--- src/rtl/spi_frame_buffer_if.sv ---
// spi_frame_buffer_if: synchronizer ticks, FIFO access and status bundle for spi_frame_buffer
interface spi_frame_buffer_if #(
  parameter int DATA_W = 8,
  parameter int DEPTH  = 16
);
  localparam int CW = $clog2(DEPTH) + 1;
  logic              spiBusy;
  logic              spiStart;
  logic              spiEnd;
  logic              spiTxLoad;
  logic              spiRxRdy;
  logic [DATA_W-1:0] spiRxData;
  logic [DATA_W-1:0] spiTxData;
  logic              rxRd;
  logic [DATA_W-1:0] rxData;
  logic              rxEmpty;
  logic [CW-1:0]     rxCnt;
  logic              txWr;
  logic [DATA_W-1:0] txWrData;
  logic              txFull;
  logic [CW-1:0]     txCnt;
  logic              rxOvf;
  logic              txUnd;
  logic              errClr;
  logic              frameDone;
  logic [15:0]       frameLen;
  modport master (
    output spiBusy, spiStart, spiEnd, spiTxLoad, spiRxRdy, spiRxData, rxRd, txWr, txWrData, errClr,
    input  spiTxData, rxData, rxEmpty, rxCnt, txFull, txCnt, rxOvf, txUnd, frameDone, frameLen
  );
  modport slave (
    input  spiBusy, spiStart, spiEnd, spiTxLoad, spiRxRdy, spiRxData, rxRd, txWr, txWrData, errClr,
    output spiTxData, rxData, rxEmpty, rxCnt, txFull, txCnt, rxOvf, txUnd, frameDone, frameLen
  );
endinterface

--- src/rtl/spi_frame_buffer.sv ---
// spi_frame_buffer: RX/TX word FIFOs, TX staging register, error flags and frame tracking (frame length counter under SPI_FRAME_LEN_EN)
module spi_frame_buffer #(
  parameter int DATA_W = 8,
  parameter int DEPTH  = 16
) (
  input logic               clk,
  input logic               reset,
  spi_frame_buffer_if.slave bus
);
  localparam int AW = $clog2(DEPTH);
  localparam int CW = AW + 1;
  localparam logic [1:0] IDLE   = 2'd0;
  localparam logic [1:0] ACTIVE = 2'd1;
  localparam logic [1:0] DONE   = 2'd2;

  logic [DATA_W-1:0] rx_mem_q [DEPTH];
  logic [DATA_W-1:0] tx_mem_q [DEPTH];
  logic [AW-1:0]     rx_wp_q, rx_rp_q, tx_wp_q, tx_rp_q;
  logic [CW-1:0]     rx_cnt_q, rx_cnt_d, tx_cnt_q, tx_cnt_d;
  logic [DATA_W-1:0] stage_q, stage_d;
  logic              stage_vld_q, stage_vld_d;
  logic              ovf_q, ovf_d, und_q, und_d;
  logic [1:0]        state_q, state_d;
  logic              rx_full, rx_push, rx_pop, tx_full, tx_empty, tx_push, tx_pop;

  // FIFO bookkeeping, staging refill, sticky errors and frame FSM next state
  always_comb begin
    rx_full     = rx_cnt_q == CW'(DEPTH);
    rx_pop      = bus.rxRd && rx_cnt_q != '0;
    rx_push     = bus.spiRxRdy && (!rx_full || bus.rxRd);
    rx_cnt_d    = rx_cnt_q + CW'(rx_push) - CW'(rx_pop);
    tx_full     = tx_cnt_q == CW'(DEPTH);
    tx_empty    = tx_cnt_q == '0;
    tx_pop      = (!stage_vld_q || bus.spiTxLoad) && !tx_empty;
    tx_push     = bus.txWr && !tx_full;
    tx_cnt_d    = tx_cnt_q + CW'(tx_push) - CW'(tx_pop);
    stage_d     = tx_pop ? tx_mem_q[tx_rp_q] : bus.spiTxLoad ? '0 : stage_q;
    stage_vld_d = tx_pop || (stage_vld_q && !bus.spiTxLoad);
    ovf_d       = !bus.errClr && (ovf_q || (bus.spiRxRdy && rx_full && !bus.rxRd));
    und_d       = !bus.errClr && (und_q || (bus.spiTxLoad && !stage_vld_q));
    state_d     = state_q == IDLE   ? (bus.spiStart ? ACTIVE : IDLE) :
                  state_q == ACTIVE ? (bus.spiStart ? ACTIVE : bus.spiEnd ? DONE : ACTIVE) :
                  IDLE;
  end

  // control state; reset drops FIFO contents by clearing pointers and counts
  always_ff @(posedge clk or posedge reset) begin
    if (reset) begin
      rx_wp_q     <= '0;
      rx_rp_q     <= '0;
      rx_cnt_q    <= '0;
      tx_wp_q     <= '0;
      tx_rp_q     <= '0;
      tx_cnt_q    <= '0;
      stage_q     <= '0;
      stage_vld_q <= 1'b0;
      ovf_q       <= 1'b0;
      und_q       <= 1'b0;
      state_q     <= IDLE;
    end else begin
      rx_wp_q     <= rx_wp_q + AW'(rx_push);
      rx_rp_q     <= rx_rp_q + AW'(rx_pop);
      rx_cnt_q    <= rx_cnt_d;
      tx_wp_q     <= tx_wp_q + AW'(tx_push);
      tx_rp_q     <= tx_rp_q + AW'(tx_pop);
      tx_cnt_q    <= tx_cnt_d;
      stage_q     <= stage_d;
      stage_vld_q <= stage_vld_d;
      ovf_q       <= ovf_d;
      und_q       <= und_d;
      state_q     <= state_d;
    end
  end

  // storage arrays need no reset: pointers define what is valid
  always_ff @(posedge clk) begin
    if (rx_push) rx_mem_q[rx_wp_q] <= bus.spiRxData;
    if (tx_push) tx_mem_q[tx_wp_q] <= bus.txWrData;
  end

`ifdef SPI_FRAME_LEN_EN
  logic [15:0] len_q, len_d, flen_q;

  // words received in the current frame, saturating, cleared by every start
  always_comb len_d = bus.spiStart ? '0 :
                      (state_q == ACTIVE && bus.spiRxRdy && len_q != 16'hFFFF) ? len_q + 16'd1 : len_q;

  // count register and snapshot taken on the ACTIVE to DONE transition
  always_ff @(posedge clk or posedge reset) begin
    if (reset) begin
      len_q  <= '0;
      flen_q <= '0;
    end else begin
      len_q  <= len_d;
      flen_q <= (state_q == ACTIVE && state_d == DONE) ? len_d : flen_q;
    end
  end

  assign bus.frameLen = flen_q;
`else
  assign bus.frameLen = '0;
`endif

  assign bus.spiTxData = stage_q;
  assign bus.rxData    = rx_mem_q[rx_rp_q];
  assign bus.rxEmpty   = rx_cnt_q == '0;
  assign bus.rxCnt     = rx_cnt_q;
  assign bus.txFull    = tx_full;
  assign bus.txCnt     = tx_cnt_q;
  assign bus.rxOvf     = ovf_q;
  assign bus.txUnd     = und_q;
  assign bus.frameDone = state_q == DONE;
endmodule

--- src/flat_wrapper.sv ---
// flat-port wrapper written by rule: the top's interface ports become plain ports
module spi_frame_buffer_flat 
#(
  parameter int DATA_W = 8,
  parameter int DEPTH  = 16
)
  (clk, reset, bus_spiBusy, bus_spiStart, bus_spiEnd, bus_spiTxLoad, bus_spiRxRdy, bus_spiRxData, bus_rxRd, bus_txWr, bus_txWrData, bus_errClr, bus_spiTxData, bus_rxData, bus_rxEmpty, bus_rxCnt, bus_txFull, bus_txCnt, bus_rxOvf, bus_txUnd, bus_frameDone, bus_frameLen);
  spi_frame_buffer_if #(.DATA_W(DATA_W), .DEPTH(DEPTH)) bus_i ();
  input logic clk;
  input logic reset;
  input wire logic [$bits(bus_i.spiBusy)-1:0] bus_spiBusy;
  input wire logic [$bits(bus_i.spiStart)-1:0] bus_spiStart;
  input wire logic [$bits(bus_i.spiEnd)-1:0] bus_spiEnd;
  input wire logic [$bits(bus_i.spiTxLoad)-1:0] bus_spiTxLoad;
  input wire logic [$bits(bus_i.spiRxRdy)-1:0] bus_spiRxRdy;
  input wire logic [$bits(bus_i.spiRxData)-1:0] bus_spiRxData;
  input wire logic [$bits(bus_i.rxRd)-1:0] bus_rxRd;
  input wire logic [$bits(bus_i.txWr)-1:0] bus_txWr;
  input wire logic [$bits(bus_i.txWrData)-1:0] bus_txWrData;
  input wire logic [$bits(bus_i.errClr)-1:0] bus_errClr;
  output wire logic [$bits(bus_i.spiTxData)-1:0] bus_spiTxData;
  output wire logic [$bits(bus_i.rxData)-1:0] bus_rxData;
  output wire logic [$bits(bus_i.rxEmpty)-1:0] bus_rxEmpty;
  output wire logic [$bits(bus_i.rxCnt)-1:0] bus_rxCnt;
  output wire logic [$bits(bus_i.txFull)-1:0] bus_txFull;
  output wire logic [$bits(bus_i.txCnt)-1:0] bus_txCnt;
  output wire logic [$bits(bus_i.rxOvf)-1:0] bus_rxOvf;
  output wire logic [$bits(bus_i.txUnd)-1:0] bus_txUnd;
  output wire logic [$bits(bus_i.frameDone)-1:0] bus_frameDone;
  output wire logic [$bits(bus_i.frameLen)-1:0] bus_frameLen;
  assign bus_i.spiBusy = bus_spiBusy;
  assign bus_i.spiStart = bus_spiStart;
  assign bus_i.spiEnd = bus_spiEnd;
  assign bus_i.spiTxLoad = bus_spiTxLoad;
  assign bus_i.spiRxRdy = bus_spiRxRdy;
  assign bus_i.spiRxData = bus_spiRxData;
  assign bus_i.rxRd = bus_rxRd;
  assign bus_i.txWr = bus_txWr;
  assign bus_i.txWrData = bus_txWrData;
  assign bus_i.errClr = bus_errClr;
  assign bus_spiTxData = bus_i.spiTxData;
  assign bus_rxData = bus_i.rxData;
  assign bus_rxEmpty = bus_i.rxEmpty;
  assign bus_rxCnt = bus_i.rxCnt;
  assign bus_txFull = bus_i.txFull;
  assign bus_txCnt = bus_i.txCnt;
  assign bus_rxOvf = bus_i.rxOvf;
  assign bus_txUnd = bus_i.txUnd;
  assign bus_frameDone = bus_i.frameDone;
  assign bus_frameLen = bus_i.frameLen;
  spi_frame_buffer #(.DATA_W(DATA_W), .DEPTH(DEPTH)) u_core (.clk(clk), .reset(reset), .bus(bus_i));
endmodule
--- config.mk ---
export PLATFORM = sky130hd
export DESIGN_NAME = spi_frame_buffer_flat
export DESIGN_NICKNAME = d
export VERILOG_FILES = /design/src/rtl/spi_frame_buffer_if.sv /design/src/rtl/spi_frame_buffer.sv /design/src/flat_wrapper.sv
export SDC_FILE = /design/constraint.sdc
export NUM_CORES = 1
export LEC_CHECK = 0
export ABC_AREA = 1
export CORE_MARGIN = 2
export CORE_UTILIZATION = 60
export CTS_CLUSTER_DIAMETER = 50
export DETAILED_ROUTE_END_ITERATION = 7
export PLACE_DENSITY = 0.8
export REMOVE_ABC_BUFFERS = 1
export SLEW_MARGIN = 20
export SYNTH_ARGS = -nofsm -noshare
export SYNTH_HDL_FRONTEND = slang
export SYNTH_SLANG_ARGS = --single-unit
--- constraint.sdc ---
create_clock -name clk -period 3.2 [get_ports clk]
set_clock_uncertainty 0.05 [all_clocks]
set_input_delay 0.8 -clock clk [delete_from_list [all_inputs] [get_ports clk]]
set_output_delay 0.8 -clock clk [all_outputs]
set_load 0.01 [all_outputs]
Word-level counts from Yosys, hierarchy flattened
Memory sizes are Yosys's and may differ from the RTL's. Index checks and enable logic that the tools add are counted.

Add/subtract/negate cells: 8. Equal/unequal tests: 4. Multiplexer cells: 11. Reduce and logical (&&, ||, !) cells: 27.

Operators with widths (number): adder 4 x 1 -> 4 bit (4); two-way mux 8 bit (2); adder 5 x 1 -> 5 bit (2); equality test 5 bit, second input constant (2); logical AND 1 bit (10); logical NOT 5 bit (2); subtractor 5 x 1 -> 5 bit (2); two-way mux 2 bit (4); logical NOT 1 bit (7); logical OR 1 bit (5); two-way mux 1 bit (5); nonzero test 5 bit (1); equality test 2 x 1 -> 1 bit, second input constant (1); equality test 2 bit, second input constant (1); logical NOT 2 bit (1); nonzero test 2 bit (1).

Register bits: 39. Bits in writable memories: 256. Memories: 2.

Memories: u_core.rx_mem_q (depth 16, width 8, read ports 1, clocked after Yosys merged registers in 0, write ports 1, line spi_frame_buffer.sv:16) `logic [DATA_W-1:0] rx_mem_q [DEPTH];`; u_core.tx_mem_q (depth 16, width 8, read ports 1, clocked after Yosys merged registers in 0, write ports 1, line spi_frame_buffer.sv:17) `logic [DATA_W-1:0] tx_mem_q [DEPTH];`.

Longest topological paths before layout
Word-level depth: 6. Depth in mapped cells: 13. Mapped depth without buffers: 13.

Least setup slack after synthesis
OpenSTA, ideal clock, no wires.

Kind: input-to-reg. Start point: input bus_spiTxLoad. End point: register u_core.tx_cnt_q[4], in the netlist u_core.bus.txCnt[4]. Library setup time: 0.128 ns. Data arrival time: 2.328 ns. Required time: 3.022 ns. Path slack: 0.694 ns. Stages: 10. Path through: o21ai_1 inv_2 ha_1 inv_1 ha_1 inv_1 fa_1 o21ai_0 a21oi_1 xor2_1.

Word-level cells in the longest chain between the ends: 3.

Ends and longest elaborated chain: start, declared (line flat_wrapper.sv:14) `input wire logic [$bits(bus_i.spiTxLoad)-1:0] bus_spiTxLoad;`; logical OR 1 bit (line spi_frame_buffer.sv:34) `tx_pop = (!stage_vld_q || bus.spiTxLoad) && !tx_empty;`; logical AND 1 bit (line spi_frame_buffer.sv:34); subtractor 5 x 1 -> 5 bit (line spi_frame_buffer.sv:36) `tx_cnt_d = tx_cnt_q + CW'(tx_push) - CW'(tx_pop);`; named net u_core.tx_cnt_d[4] (line spi_frame_buffer.sv:19) `logic [CW-1:0] rx_cnt_q, rx_cnt_d, tx_cnt_q, tx_cnt_d;`; end signal, assigned (line spi_frame_buffer.sv:66) `tx_cnt_q <= tx_cnt_d;`; end, declared (line spi_frame_buffer.sv:19).

The timed path passes the listed nets, and every way through them passes these cells. A chain may end at the register's enable or synchronous reset.

Final worst setup path
Start point: register u_core.rx_rp_q[0]. End point: output bus_rxData[7].

Word-level cells in the longest chain between the ends: 1.

Ends and longest elaborated chain: start, declared (line spi_frame_buffer.sv:18) `logic [AW-1:0] rx_wp_q, rx_rp_q, tx_wp_q, tx_rp_q;`; start signal, assigned (line spi_frame_buffer.sv:62) `rx_rp_q <= rx_rp_q + AW'(rx_pop);`; memory (16 x 8 bit); end, declared (line flat_wrapper.sv:22) `output wire logic [$bits(bus_i.rxData)-1:0] bus_rxData;`.

Every way passes these cells.

==> out/qor.json <==
{
  "die_area_mm2": 0.02258,
  "synth_largest_area_cell": "sky130_fd_sc_hd__edfxtp_1",
  "io-pin-count": 73,
  "routed_via_density": 5.398,
  "syn_to_final_growth_pct": 16.03,
  "gr-usage-met2": 0.4553,
  "rsz0062_at_grt": "false",
  "total_power_mw": 13.58,
  "r2r-start": "u_core.bus.rxCnt[2]$_DFF_PP0_",
  "yosys.cell_count.top_type": "sky130_fd_sc_hd__nand2_1",
  "grt.overflow.total": 0,
  "critical_path.n_buffers_inverters": 2,
  "cpPeakStageDelay_ns": 0.55,
  "crit_path_category": "flip-flop to output pin",
  "synthDistinctLibCells": 26,
  "synth_edf_count": 256,
  "cts_tree": "built",
  "first_pass_grt_wire_length_mm": 42.88,
  "initial_core_util": 0.6106,
  "critical_path.max_fanout": 32,
  "global_route.usage.met3": 0.03152,
  "timing.reg2reg.setup_slack_ns": 0.63,
  "gr-usage-met1": 0.3093,
  "synthesis.area_mm2": 0.01283,
  "post_route_cells_drive_above_1_share": 0.08679,
  "yosys_register_bits": 295,
  "worstPathArrival_ns": 2.25,
  "insertedDiodeCount": 0,
  "worstHoldPathType": "flip-flop to flip-flop",
  "drtAntennaViolNets": 0,
  "drtIter0Drc": 556,
  "fillers": 1407,
  "pin_count_of_the_biggest_net_entering_global_routing": 66,
  "worst_setup_path_start_kind": "flip-flop",
  "ctsLongestPathBuffers": 3,
  "yosys_warnings": 0,
  "largest_cells_by_area_after_synthesis": "sky130_fd_sc_hd__edfxtp_1 60%, sky130_fd_sc_hd__nand2_1 7.7%, sky130_fd_sc_hd__dfrtp_1 7.6%, sky130_fd_sc_hd__inv_1 5.8%, sky130_fd_sc_hd__nand3_1 5.7%",
  "first_global_vias": 8388,
  "ir_drop_uv": 633.6,
  "overall_die_height_um": 150.3,
  "cp_cell_instances": "bufbuf_16 > o211ai_1 > nand3_1 > nand3_1 > nand2_1 > dlygate4sd2_1",
  "post-route-util": 0.7084,
  "floorplan.die.width_um": 150.3,
  "drt-pass1-iter-count": 5,
  "place_hpwl_mm": 16.88,
  "yosysSeqAreaShare": 0.6750,
  "core.rowCount": 53,
  "gpl.final_weighted_congestion": 0.8391,
  "avgSynthCellArea_um2": 10.99,
  "groute.usage.overall": 0.2492,
  "worst_r2r_endpoint": "u_core.bus.rxCnt[4]$_DFF_PP0_",
  "drc_errors": 0,
  "worst_setup_path_startpoint": "u_core.rx_rp_q[0]$_DFF_PP0_",
  "placement.io_buffers": 55,
  "syn-instance-count": 1168,
  "power.static_leakage_nw": 6.318,
  "most_frequent_cell_on_critical_path": "sky130_fd_sc_hd__nand3_1",
  "cts_htree_levels": 1,
  "slew_violations": 0,
  "cts-buffers-inserted": 31,
  "status": "finished clean",
  "worst-path-stages": 6,
  "clock.fmax_mhz": 322.6,
  "largest_delay_share_family_worst_path": "buffers and inverters",
  "routedWlPerCell_um": 17.70,
  "total_of_endpoints_with_negative_setup_slack_in_the_final_report": 0,
  "most_common_flop_cell_mapped_by_yosys": "sky130_fd_sc_hd__edfxtp_1",
  "drt-total-wl_mm": 27.51,
  "design.core.area_mm2": 0.02102,
  "finalNetCount": 1303,
  "vias": 8388,
  "max_slew.worst_pin.slew_ns": 0.9577,
  "hold_violations": 0,
  "most_utilized_layer_in_the_global_route_result": "met2",
  "clock_sinks": 295,
  "cp_data_required_time_ns": 2.35,
  "cts.reportedPaths.clkPinSlew_ns": 0.06,
  "postSynth.asyncResetShare": 0.1322,
  "pwr_density_cell_mw_per_mm2": 911.9,
  "ff2ff_path_depth": 13,
  "number_of_antenna_violations_at_the_first_check_in_global_routing": 0,
  "timing.final.crit_share": 0.9686,
  "netlist.area_leader.share": 0.5989,
  "cts_root_buf": "sky130_fd_sc_hd__clkbuf_16",
  "worstSetupEndpointType": "output pin",
  "post_synth_top_cells": "262 x sky130_fd_sc_hd__nand2_1, 256 x sky130_fd_sc_hd__edfxtp_1, 199 x sky130_fd_sc_hd__inv_1",
  "capturing_instance_or_port_of_the_critical_path": "bus_rxData[7]",
  "worstSkewPairLatency_ns": 0.55,
  "slew_headroom": 0.3576,
  "max_capacitance_violation_count": 0,
  "cpMaxStageDelayCell": "sky130_fd_sc_hd__dfrtp_4",
  "period_minus_slack_ns": 3.100
}
[cell type report]
class | count | area, um^2 | share of cell area
Multi-Input combinational cell | 619 | 3045 | 0.2045
Sequential cell | 295 | 8670 | 0.5822
Timing Repair Buffer | 104 | 980.9 | 0.06587
Tap cell | 275 | 344.1 | 0.02311
Inverter | 204 | 765.7 | 0.05142
Clock buffer | 34 | 797.0 | 0.05352
Clock inverter | 23 | 289.0 | 0.01941
[how the worst min path moves through the flow]
| stage | from | end | slack, ns | cells past startpoint |
|---|---|---|---|---|
| final | u_core.state_q[1]$_DFF_PP0_ | u_core.state_q[0]$_DFF_PP0_ | 0.41 | 1 |
| after global routing | u_core.state_q[1]$_DFF_PP0_ | u_core.state_q[0]$_DFF_PP0_ | 0.44 | 1 |
| after CTS | u_core.state_q[1]$_DFF_PP0_ | u_core.state_q[1]$_DFF_PP0_ | 0.41 | 1 |
| after detailed placement | u_core.state_q[1]$_DFF_PP0_ | u_core.state_q[1]$_DFF_PP0_ | 0.40 | 1 |
| after global placement | u_core.state_q[1]$_DFF_PP0_ | u_core.state_q[0]$_DFF_PP0_ | 0.39 | 1 |
| after floorplan | u_core.state_q[1]$_DFF_PP0_ | u_core.state_q[0]$_DFF_PP0_ | 0.38 | 1 |
[layer usage]
metal | part of all wire | up-vias
met4 | 0.027 | 0
met5 | 0 | -
met3 | 0.069 | 58
met1 | 0.38 | 4004
li1 | - | 4008
met2 | 0.52 | 318
[layout by cell type (no fill, tap or decap), types with 14 or more instances in the layout]
cell | netlist | layout
sky130_fd_sc_hd__a21oi_1 | 39 | 39
sky130_fd_sc_hd__buf_4 | 19 | 44
sky130_fd_sc_hd__clkbuf_16 | 0 | 31
sky130_fd_sc_hd__clkdlybuf4s50_1 | 0 | 47
sky130_fd_sc_hd__conb_1 | 1 | 16
sky130_fd_sc_hd__dfrtp_1 | 39 | 36
sky130_fd_sc_hd__edfxtp_1 | 256 | 256
sky130_fd_sc_hd__ha_1 | 20 | 20
sky130_fd_sc_hd__inv_1 | 199 | 198
sky130_fd_sc_hd__nand2_1 | 262 | 262
sky130_fd_sc_hd__nand3_1 | 146 | 142
sky130_fd_sc_hd__nor2_1 | 42 | 42
sky130_fd_sc_hd__o211ai_1 | 32 | 32
sky130_fd_sc_hd__o21ai_0 | 38 | 37
sky130_fd_sc_hd__xor2_1 | 14 | 14
[logic make-up (layout without fill, tap and decap cells)]
group	count (synthesis)	count (layout)	share of synthesized area
buffers and inverters	269	365	0.09368
flip-flops	295	295	0.6750
other	1	16	0.0002922
adder cells (fa/ha/maj)	22	22	0.02262
AND/OR/NAND/NOR	454	454	0.1478
XOR/XNOR	16	16	0.01092
AO/OA/AOI/OAI	111	111	0.04972
[report_power, final]
part / internal [mW] / leakage (nW) / switching, mW
clock network: 2.28 / 0.522 / 1.47
registers: 4.78 / 2.77 / 0.332
logic: 1.71 / 3.02 / 3.00
total: 8.77 / 6.32 / 4.81
[registers in the layout, summed over array words and instances, names as in the netlist, 2 cells and up]
register              cells
u_core.rx_rp_q            4
u_core.rx_mem_q         128
u_core.tx_mem_q         128
u_core.bus.txCnt          5
u_core.bus.spiTxData      8
u_core.bus.rxCnt          5
u_core.tx_rp_q            4
u_core.tx_wp_q            4
u_core.state_q            2
u_core.rx_wp_q            4
[repair_timing]
item	CTS	global route
endpoints found under the setup margin	8	2
gates cloned	1	0
gates resized for setup	13	2
pin swaps	1	2
hold endpoints to repair	0	0
hold buffers	0	0
buffers inserted	3	0
[worst register-to-register path: stages, from the launching register on]
cell and delay, ns:
sky130_fd_sc_hd__dfrtp_1 0.39, sky130_fd_sc_hd__inv_1 0.09, sky130_fd_sc_hd__ha_1 0.16, sky130_fd_sc_hd__nand3_1 0.11, sky130_fd_sc_hd__o21ai_0 0.16, sky130_fd_sc_hd__inv_1 0.11, sky130_fd_sc_hd__ha_1 0.28, sky130_fd_sc_hd__inv_1 0.06
sky130_fd_sc_hd__ha_1 0.16, sky130_fd_sc_hd__inv_1 0.06, sky130_fd_sc_hd__fa_1 0.39, sky130_fd_sc_hd__o21ai_0 0.17, sky130_fd_sc_hd__a21oi_1 0.10, sky130_fd_sc_hd__xor2_1 0.14
[through the flow]
step / std cells / setup WS (ns) / hold slack [ns] / area, um^2 / TNS, ns
finish: 1554 / 0.1003 / 0.4061 / 14890 / 0
global route: 1554 / 0.03103 / 0.4380 / 14890 / 0
CTS: 1554 / -0.08800 / 0.4077 / 14890 / -0.1742
detailed placement: 1493 / 0.2015 / 0.4019 / 13720 / 0
global placement: 1493 / 0.2205 / 0.3855 / 13720 / 0
floorplan: 1118 / -0.3085 / 0.3760 / 12450 / -2.446
No activity file was read; power rests on OpenSTA's default activity.
